--- config.mk ---
export PLATFORM = sky130hd
export DESIGN_NAME = fp_class_norm_pipe
export DESIGN_NICKNAME = d
export VERILOG_FILES = /design/src/rtl/fp_class_pkg.sv /design/src/rtl/fp_lzc.sv /design/src/rtl/fp_class_norm_pipe.sv
export SDC_FILE = /design/constraint.sdc
export NUM_CORES = 1
export LEC_CHECK = 0
export BUFFER_PORTS_ARGS = -buffer_cell sky130_fd_sc_hd__buf_2
export CORE_ASPECT_RATIO = 0.8
export CORE_UTILIZATION = 40
export CTS_CLUSTER_DIAMETER = 80
export DETAILED_ROUTE_END_ITERATION = 8
export PLACE_DENSITY = 0.65
export SKIP_LAST_GASP = 1
export SLEW_MARGIN = 20
export SYNTH_ARGS = -nofsm -noshare
export SYNTH_HDL_FRONTEND = slang
export SYNTH_SLANG_ARGS = --single-unit
--- constraint.sdc ---
create_clock -name clk -period 4.3 [get_ports clk]
set_input_delay 0 -clock clk [delete_from_list [all_inputs] [get_ports clk]]
set_output_delay 0 -clock clk [all_outputs]
set_load 0.005 [all_outputs]
--- src/rtl/fp_class_pkg.sv ---
// rtl/fp_class_pkg.sv - shared class-flag indices and format helper functions
package fp_class_pkg;

  localparam int FLAGW       = 6;
  localparam int F_NORMAL    = 0;
  localparam int F_SUBNORMAL = 1;
  localparam int F_ZERO      = 2;
  localparam int F_INF       = 3;
  localparam int F_QNAN      = 4;
  localparam int F_SNAN      = 5;

  function automatic int bias(input int nexp);
    return (1 << (nexp - 1)) - 1;
  endfunction

  function automatic int emin(input int nexp);
    return 1 - bias(nexp);
  endfunction

  // Wide enough to hold NSIG+1, the largest subnormal shift plus headroom.
  function automatic int shw(input int nsig);
    return $clog2(nsig + 2);
  endfunction

endpackage

--- src/rtl/fp_lzc.sv ---
// rtl/fp_lzc.sv - combinational priority-encoder leading-zero counter
module fp_lzc #(
  parameter int W = 7,
  localparam int CW = $clog2(W + 1)
) (
  input  logic [W-1:0]  d,
  output logic [CW-1:0] cnt,
  output logic          zero
);

  // Scanning upward lets the highest set bit win the final assignment.
  always_comb begin
    cnt  = CW'(W);
    zero = 1'b1;
    for (int i = 0; i < W; i++) begin
      if (d[i]) begin
        cnt  = CW'(W - 1 - i);
        zero = 1'b0;
      end
    end
  end

endmodule

--- src/rtl/fp_class_norm_pipe.sv ---
// rtl/fp_class_norm_pipe.sv - 2-stage FP operand classifier/normaliser with handshake
module fp_class_norm_pipe
  import fp_class_pkg::*;
#(
  parameter int NEXP = 8,
  parameter int NSIG = 7,
  parameter int TAGW = 4,
  parameter int CNTW = 16,
  localparam int SHW = shw(NSIG)
) (
  input  logic                   clk,
  input  logic                   rst_n,
  input  logic                   in_valid,
  output logic                   in_ready,
  input  logic [NEXP+NSIG:0]     in_data,
  input  logic [TAGW-1:0]        in_tag,
  input  logic                   daz,
  output logic                   out_valid,
  input  logic                   out_ready,
  output logic                   out_sign,
  output logic [NSIG:0]          out_sig,
  output logic signed [NEXP+1:0] out_exp,
  output logic [SHW-1:0]         out_shift,
  output logic [FLAGW-1:0]       out_flags,
  output logic [TAGW-1:0]        out_tag,
  input  logic                   cnt_clr,
  output logic [CNTW-1:0]        cnt_nan,
  output logic [CNTW-1:0]        cnt_sub
);

  localparam int W   = NEXP + NSIG + 1;
  localparam int EW  = NEXP + 2;
  localparam int LZW = $clog2(NSIG + 1);

  localparam logic signed [EW-1:0] BIAS_E = EW'(bias(NEXP));
  localparam logic signed [EW-1:0] EMIN_E = EW'(emin(NEXP));
  localparam logic signed [EW-1:0] EINF_E = EW'(bias(NEXP) + 1);

  function automatic logic [FLAGW-1:0] classify(input logic [NEXP-1:0] e,
                                                input logic [NSIG-1:0] f,
                                                input logic            z);
    logic ones, zeros, fz;
    ones  = &e;
    zeros = ~|e;
    fz    = ~|f;
    classify              = '0;
    classify[F_NORMAL]    = !ones && !zeros;
    classify[F_SUBNORMAL] = zeros && !fz && !z;
    classify[F_ZERO]      = zeros && (fz || z);
    classify[F_INF]       = ones && fz;
    classify[F_QNAN]      = ones && f[NSIG-1];
    classify[F_SNAN]      = ones && !f[NSIG-1] && !fz;
  endfunction

  logic             s1_valid, s2_valid;
  logic [W-1:0]     s1_data;
  logic [TAGW-1:0]  s1_tag;
  logic             s1_daz;
  logic             s1_advance, accept;
  logic [FLAGW-1:0] in_flags, s1_flags;
  logic [NEXP-1:0]  s1_exp;
  logic [NSIG-1:0]  s1_frac;

  assign s1_advance = !s2_valid || out_ready;
  assign in_ready   = !s1_valid || s1_advance;
  assign accept     = in_valid && in_ready;
  assign out_valid  = s2_valid;

  assign s1_exp   = s1_data[W-2:NSIG];
  assign s1_frac  = s1_data[NSIG-1:0];
  // Counters need the class at the accept edge; stage 2 reclassifies from the held copy.
  assign in_flags = classify(in_data[W-2:NSIG], in_data[NSIG-1:0], daz);
  assign s1_flags = classify(s1_exp, s1_frac, s1_daz);

  logic [LZW-1:0]       lz;
  logic                 lz_zero;
  logic [NSIG:0]        n_sig;
  logic signed [EW-1:0] n_exp;
  logic [SHW-1:0]       n_shift;
  logic [NSIG-1:0]      frac_sh;

  fp_lzc #(.W(NSIG)) u_lzc (
    .d    (s1_frac),
    .cnt  (lz),
    .zero (lz_zero)
  );

  always_comb begin
    n_sig   = '0;
    n_exp   = '0;
    n_shift = '0;
    frac_sh = '0;
    if (s1_flags[F_NORMAL]) begin
      n_sig = {1'b1, s1_frac};
      n_exp = $signed({2'b00, s1_exp}) - BIAS_E;
    end else if (s1_flags[F_SUBNORMAL] && !lz_zero) begin
      n_shift = SHW'(lz) + SHW'(1);
      frac_sh = s1_frac << n_shift;
      n_sig   = {1'b1, frac_sh};
      n_exp   = EMIN_E - $signed(EW'(n_shift));
    end else if (s1_flags[F_INF] || s1_flags[F_QNAN] || s1_flags[F_SNAN]) begin
      n_sig = {1'b1, s1_frac};
      n_exp = EINF_E;
    end
  end

  always_ff @(posedge clk) begin
    if (!rst_n) begin
      s1_valid  <= 1'b0;
      s2_valid  <= 1'b0;
      s1_data   <= '0;
      s1_tag    <= '0;
      s1_daz    <= 1'b0;
      out_sign  <= 1'b0;
      out_sig   <= '0;
      out_exp   <= '0;
      out_shift <= '0;
      out_flags <= FLAGW'(1) << F_ZERO;
      out_tag   <= '0;
    end else begin
      if (in_ready) begin
        s1_valid <= in_valid;
        if (in_valid) begin
          s1_data <= in_data;
          s1_tag  <= in_tag;
          s1_daz  <= daz;
        end
      end
      if (s1_advance) begin
        s2_valid <= s1_valid;
        if (s1_valid) begin
          out_sign  <= s1_data[W-1];
          out_sig   <= n_sig;
          out_exp   <= n_exp;
          out_shift <= n_shift;
          out_flags <= s1_flags;
          out_tag   <= s1_tag;
        end
      end
    end
  end

  always_ff @(posedge clk) begin
    if (!rst_n || cnt_clr) begin
      cnt_nan <= '0;
      cnt_sub <= '0;
    end else if (accept) begin
      if ((in_flags[F_QNAN] || in_flags[F_SNAN]) && !(&cnt_nan))
        cnt_nan <= cnt_nan + CNTW'(1);
      // DAZ-flushed operands still count as subnormal events.
      if (~|in_data[W-2:NSIG] && |in_data[NSIG-1:0] && !(&cnt_sub))
        cnt_sub <= cnt_sub + CNTW'(1);
    end
  end

endmodule

Word-level counts from Yosys, hierarchy flattened
Cells that the tools add are included.
{"block": "totals", "reg_bits": 88, "latch_bits": 0, "ram_bits": 0, "mem_bits_ro": 0, "out_inout_bits": 67, "memories": 0}
{"block": "op_classes", "add_sub_neg": 5, "mul": 0, "div": 0, "n_lt_le_gt_ge": 0, "n_eq_ne": 0, "n_shift": 1, "muxes": 22, "n_bitwise": 0, "n_reduce_logical": 48}
{"operator": "$add A16 B1 Y16 const B", "n": 2}
{"operator": "$mux W8", "n": 4}
{"operator": "$reduce_and A16 Y1", "n": 2}
{"operator": "$mux W10", "n": 2}
{"operator": "$logic_and A1 B1 Y1", "n": 16}
{"operator": "$reduce_and A8 Y1", "n": 2}
{"operator": "$reduce_or A8 Y1", "n": 2}
{"operator": "$reduce_or A7 Y1", "n": 2}
{"operator": "$logic_not A1 Y1", "n": 13}
{"operator": "$mux W3", "n": 4}
{"operator": "$sub A8 B5 Y9 const A", "n": 1}
{"operator": "$sub A8 B7 Y9 const B", "n": 1}
{"operator": "$mux W1", "n": 8}
{"operator": "$mux W4", "n": 2}
{"operator": "$reduce_and A2 Y1", "n": 4}
{"operator": "$logic_or A1 B1 Y1", "n": 7}
{"operator": "$shl A7 B4 Y7", "n": 1}
{"operator": "$add A3 B1 Y4 const B", "n": 1}
{"operator": "$mux W2", "n": 2}

Depth between registers and ports, before layout
{"block": "depth", "ltp_word": 11, "ltp_mapped": 10}

Modules after synthesis
A second synthesis with hierarchy kept.
{"block": "unflattened", "cells_unflattened": 525, "area_unflattened_um2": 4192.8}
{"module": "fp_class_norm_pipe", "instances": 1, "cells_per_inst": 515, "area_per_inst_um2": 4131.5, "seq_area_each_um2": 1741.7}
{"module": "fp_lzc", "instances": 1, "cells_per_inst": 10, "area_per_inst_um2": 61.3, "seq_area_each_um2": 0.0}

Worst setup path before layout
No wires, ideal clock.
{"block": "synth_timing", "path_type": "register to register", "from": "register s1_data[5]", "to": "register out_sig[1]", "setup_ns": 0.070, "arrival_time_ns": 2.146, "setup_slack_ns": 2.084, "path_stages_with_launch": 8, "path_buffers": 2, "synth_period_minus_slack_ns": 2.216, "path_cell_list": "dfxtp_1 buf_2 nor2b_1 a211oi_1 ha_1 clkbuf_1 or4_1 a21oi_1"}
{"block": "synth_between", "elab_chain_len": 8}
{"element": "start: declaration", "line": "fp_class_norm_pipe.sv:56", "source": "logic [W-1:0] s1_data;"}
{"element": "start signal: assignment", "line": "fp_class_norm_pipe.sv:124", "source": "s1_data <= in_data;"}
{"element": "parallel branches: the longest is 6 deep, another holds $add A3 B1 Y4"}
{"element": "$mux W8 *", "line": "fp_class_norm_pipe.sv:96", "source": "end else if (s1_flags[F_SUBNORMAL] && !lz_zero) begin"}
{"element": "$mux W8 *", "line": "fp_class_norm_pipe.sv:93", "source": "if (s1_flags[F_NORMAL]) begin"}
{"element": "end signal: assignment", "line": "fp_class_norm_pipe.sv:133", "source": "out_sig <= n_sig;"}
{"element": "end: declaration", "line": "fp_class_norm_pipe.sv:21", "source": "output logic [NSIG:0] out_sig,"}
Mark *: on every way between the ends.
A chain may end at the register's enable or synchronous reset.

Final worst setup path
{"block": "layout_timing", "from": "register s1_data[5]", "to": "register out_sig[6]"}
Same word-level chain as after synthesis.

==> flow_summary.json <==
{
  "ys_seq_area_share_pct": 40.4,
  "outcome": "finished, final reports clean",
  "power_leakage_nw": 2.10,
  "dp_hpwl_um": 7920,
  "async_flop_share_pct": 0,
  "dr.first_iter.drc_count": 190,
  "hold_class": "input pin to register",
  "syn_nets": 558,
  "cts_buffers": 9,
  "synth_cell_types": 61,
  "synthFlopType": "dfxtp_1",
  "clockBufferDepth": 2,
  "path_clk_slew_ps": 60,
  "startpoint_type": "register",
  "globalRouteOverflowTotal": 0,
  "ys_seq_elements": 87,
  "ir_drop_uv": 254,
  "utilization_pct": 51.9,
  "postRouteWirelength_um": 11000,
  "synth_area_per_cell_um2": 8.22,
  "num_antenna_cells": 0,
  "antenna_found_initial": 0,
  "power_frac_clock_pct": 41.5,
  "hold_viol_final": 0,
  "final_antenna_net_count": 0,
  "r2r_slack_ps": 1600,
  "drive_above_1_share_pct": 19.3,
  "endpoint_kind": "register",
  "synthCells": 525,
  "grt_max_degree": 57,
  "maxCapViolations": 0,
  "root_buffer": "clkbuf_16",
  "wl_per_cell_um": 14.3,
  "p_comb_share_pct": 12.5,
  "synth_edf_count": 0,
  "setup_ws_ps": 1600,
  "power_switching_w": 0.000473,
  "worst-slew-pin-transition_ps": 851,
  "slew_viol_final": 0,
  "fp.dieW_um": 118,
  "port_buffers": 92,
  "critPathKind": "register to register",
  "num_vias": 4091,
  "total_power_w": 0.00187,
  "critPathArrivalTime_ps": 2950,
  "die_area_um2": 11200,
  "rsz0062_at_grt": "no",
  "relSlewSlack_pct": 42.8,
  "nets": 659,
  "crit_required_ps": 4550,
  "fin_setup_tns_ps": 0,
  "clk_latency_ps": 340,
  "post_cts.resized_instances": 0,
  "drc": 0,
  "p_sw_share_pct": 25.3,
  "grt_util_all_layers_pct": 20.5,
  "skew_ps": 4.57,
  "start_util_pct": 41.6,
  "mostFrequentLayoutCell": "buf_2",
  "ys_warn_count": 0,
  "die_y_um": 94.9,
  "vias_per_cell": 5.31,
  "setup_viol": 0,
  "cts_htree_levels": 3,
  "pwr-share-seq_pct": 46.0,
  "syn_to_final_growth_pct": 24.8,
  "clock.fmax_mhz": 370,
  "clock-sinks": 87,
  "grt_pass1_vias": 3803,
  "ios": 93,
  "final_cell_mix": "92 x buf_2, 87 x dfxtp_1, 83 x nand2_1, 44 x nor2_1, 32 x a21boi_0",
  "first_pass_iters": 4,
  "synth_area_um2": 4310,
  "power_density_nw_per_um2": 348,
  "core_area_um2": 10400,
  "cp_max_fo": 15,
  "rows": 33,
  "fin_crit_ps": 2700,
  "period_share_pct": 62.9,
  "place_ws_ps": 1670,
  "grt_pass1_wl_um": 18400,
  "intPower_w": 0.00140,
  "cts_tree": "yes",
  "place.gp.congestion": 0.934
}
-- cell type report --
| cell class | count | area [µm²] |
|---|---|---|
| fill | 1013 | 4980 |
| multi-input combinational | 395 | 2400 |
| sequential | 87 | 1740 |
| timing repair buffer | 118 | 713 |
| clock buffer | 13 | 250 |
| tap | 140 | 175 |
| inverter | 15 | 56.3 |
| clock inverter | 3 | 42.5 |
-- cells by family (layout without fill, tap and decap cells) --
group | Yosys count | after routing | synth area share [%]
simple gates | 245 | 245 | 29.3
flops | 87 | 87 | 40.4
mux | 1 | 1 | 0.232
compound gates | 116 | 116 | 18.7
fa+ha+maj | 7 | 7 | 2.03
xor+xnor | 26 | 26 | 5.45
buf+inv | 43 | 149 | 3.92
-- worst paths after layout --
path,from,to,depth (start not counted)
worst max-delay path,s1_data[5],out_sig[6],7
worst min-delay path,cnt_clr,cnt_nan[6],4
worst max register to register,s1_data[5],out_sig[6],7
worst min register to register,out_flags[2],out_flags[2],1
-- critical path, cell delays in order, from the launching register on --
cell	delay [ps]
dfxtp_1	580
nor2b_1	140
a211oi_1	510
ha_1	490
a211oi_1	370
a211oi_1	100
o22a_1	180
o31ai_1	240
-- layer usage --
layer	GRT usage (%)	vias to the layer above	wire (µm)
met2	33.4	119	4970
met3	3.86	18	507
met1	26.9	1908	5350
li1	-	2046	-
met4	8.44	0	204
met5	0	-	0
-- power by group through the flow --
stage                     clock network, W  logic [W]  registers, W
final                             0.000776   0.000234      0.000861
after CTS                         0.000798   0.000232      0.000861
after global routing              0.000826   0.000263      0.000864
after global placement                   0   0.000214      0.000877
after detailed placement                 0   0.000215      0.000879
after floorplan                          0   0.000156      0.000869
-- per-stage QoR --
stage	std cells	hold WS (ps)	instance area (µm²)
6_report	771	263	5380
5_1_grt	771	316	5380
4_1_cts	771	255	5380
3_5_place_dp	732	262	4860
3_3_place_gp	732	256	4860
2_1_floorplan	525	132	4310
-- registers in the layout (all words and copies together), names as in the netlist --
name / cells
out_sign: 1
s1_tag: 4
out_valid: 1
s1_data: 16
out_sig: 8
out_flags: 6
cnt_nan: 16
cnt_sub: 16
out_tag: 4
out_exp: 9
out_shift: 4
s1_daz: 1
s1_valid: 1
-- cells in the mapped netlist, types with 2 or more instances --
| master | instances | area (µm²) |
|---|---|---|
| nor2_1 | 44 | 165 |
| nor3b_1 | 3 | 22.5 |
| nand2b_1 | 3 | 18.8 |
| and4_1 | 2 | 17.5 |
| a21boi_0 | 32 | 240 |
| nand4_1 | 11 | 68.8 |
| a21oi_1 | 22 | 110 |
| nor4_1 | 6 | 37.5 |
| xor2_1 | 11 | 96.3 |
| dfxtp_1 | 87 | 1740 |
| nand3b_1 | 2 | 15.0 |
| a21o_1 | 4 | 30.0 |
| o21ai_0 | 17 | 85.1 |
| nor4_4 | 3 | 63.8 |
| nor2b_1 | 11 | 68.8 |
| a211o_1 | 2 | 17.5 |
| and3_1 | 9 | 56.3 |
| inv_1 | 14 | 52.6 |
| and2_1 | 7 | 43.8 |
| o21a_1 | 6 | 45.0 |
| or2_2 | 2 | 12.5 |
| nand2_1 | 83 | 312 |
| or3_1 | 6 | 37.5 |
| a22oi_1 | 3 | 22.5 |
| clkbuf_1 | 24 | 90.1 |
| xnor2_1 | 14 | 123 |
| a31oi_1 | 3 | 18.8 |
| nor3_1 | 22 | 110 |
| ha_1 | 7 | 87.6 |
| nand3_1 | 19 | 95.1 |
| a32oi_1 | 2 | 17.5 |
| or4_1 | 2 | 15.0 |
| a211oi_1 | 9 | 67.6 |
| buf_2 | 3 | 15.0 |
| o31ai_1 | 4 | 30.0 |
-- what timing repair did --
item / CTS / global route
setup buffers: 0 / 0
hold buffers: 23 / 0
endpoints found under the hold margin: 23 / 0
Note: power is estimated with default switching activity, not from simulation.
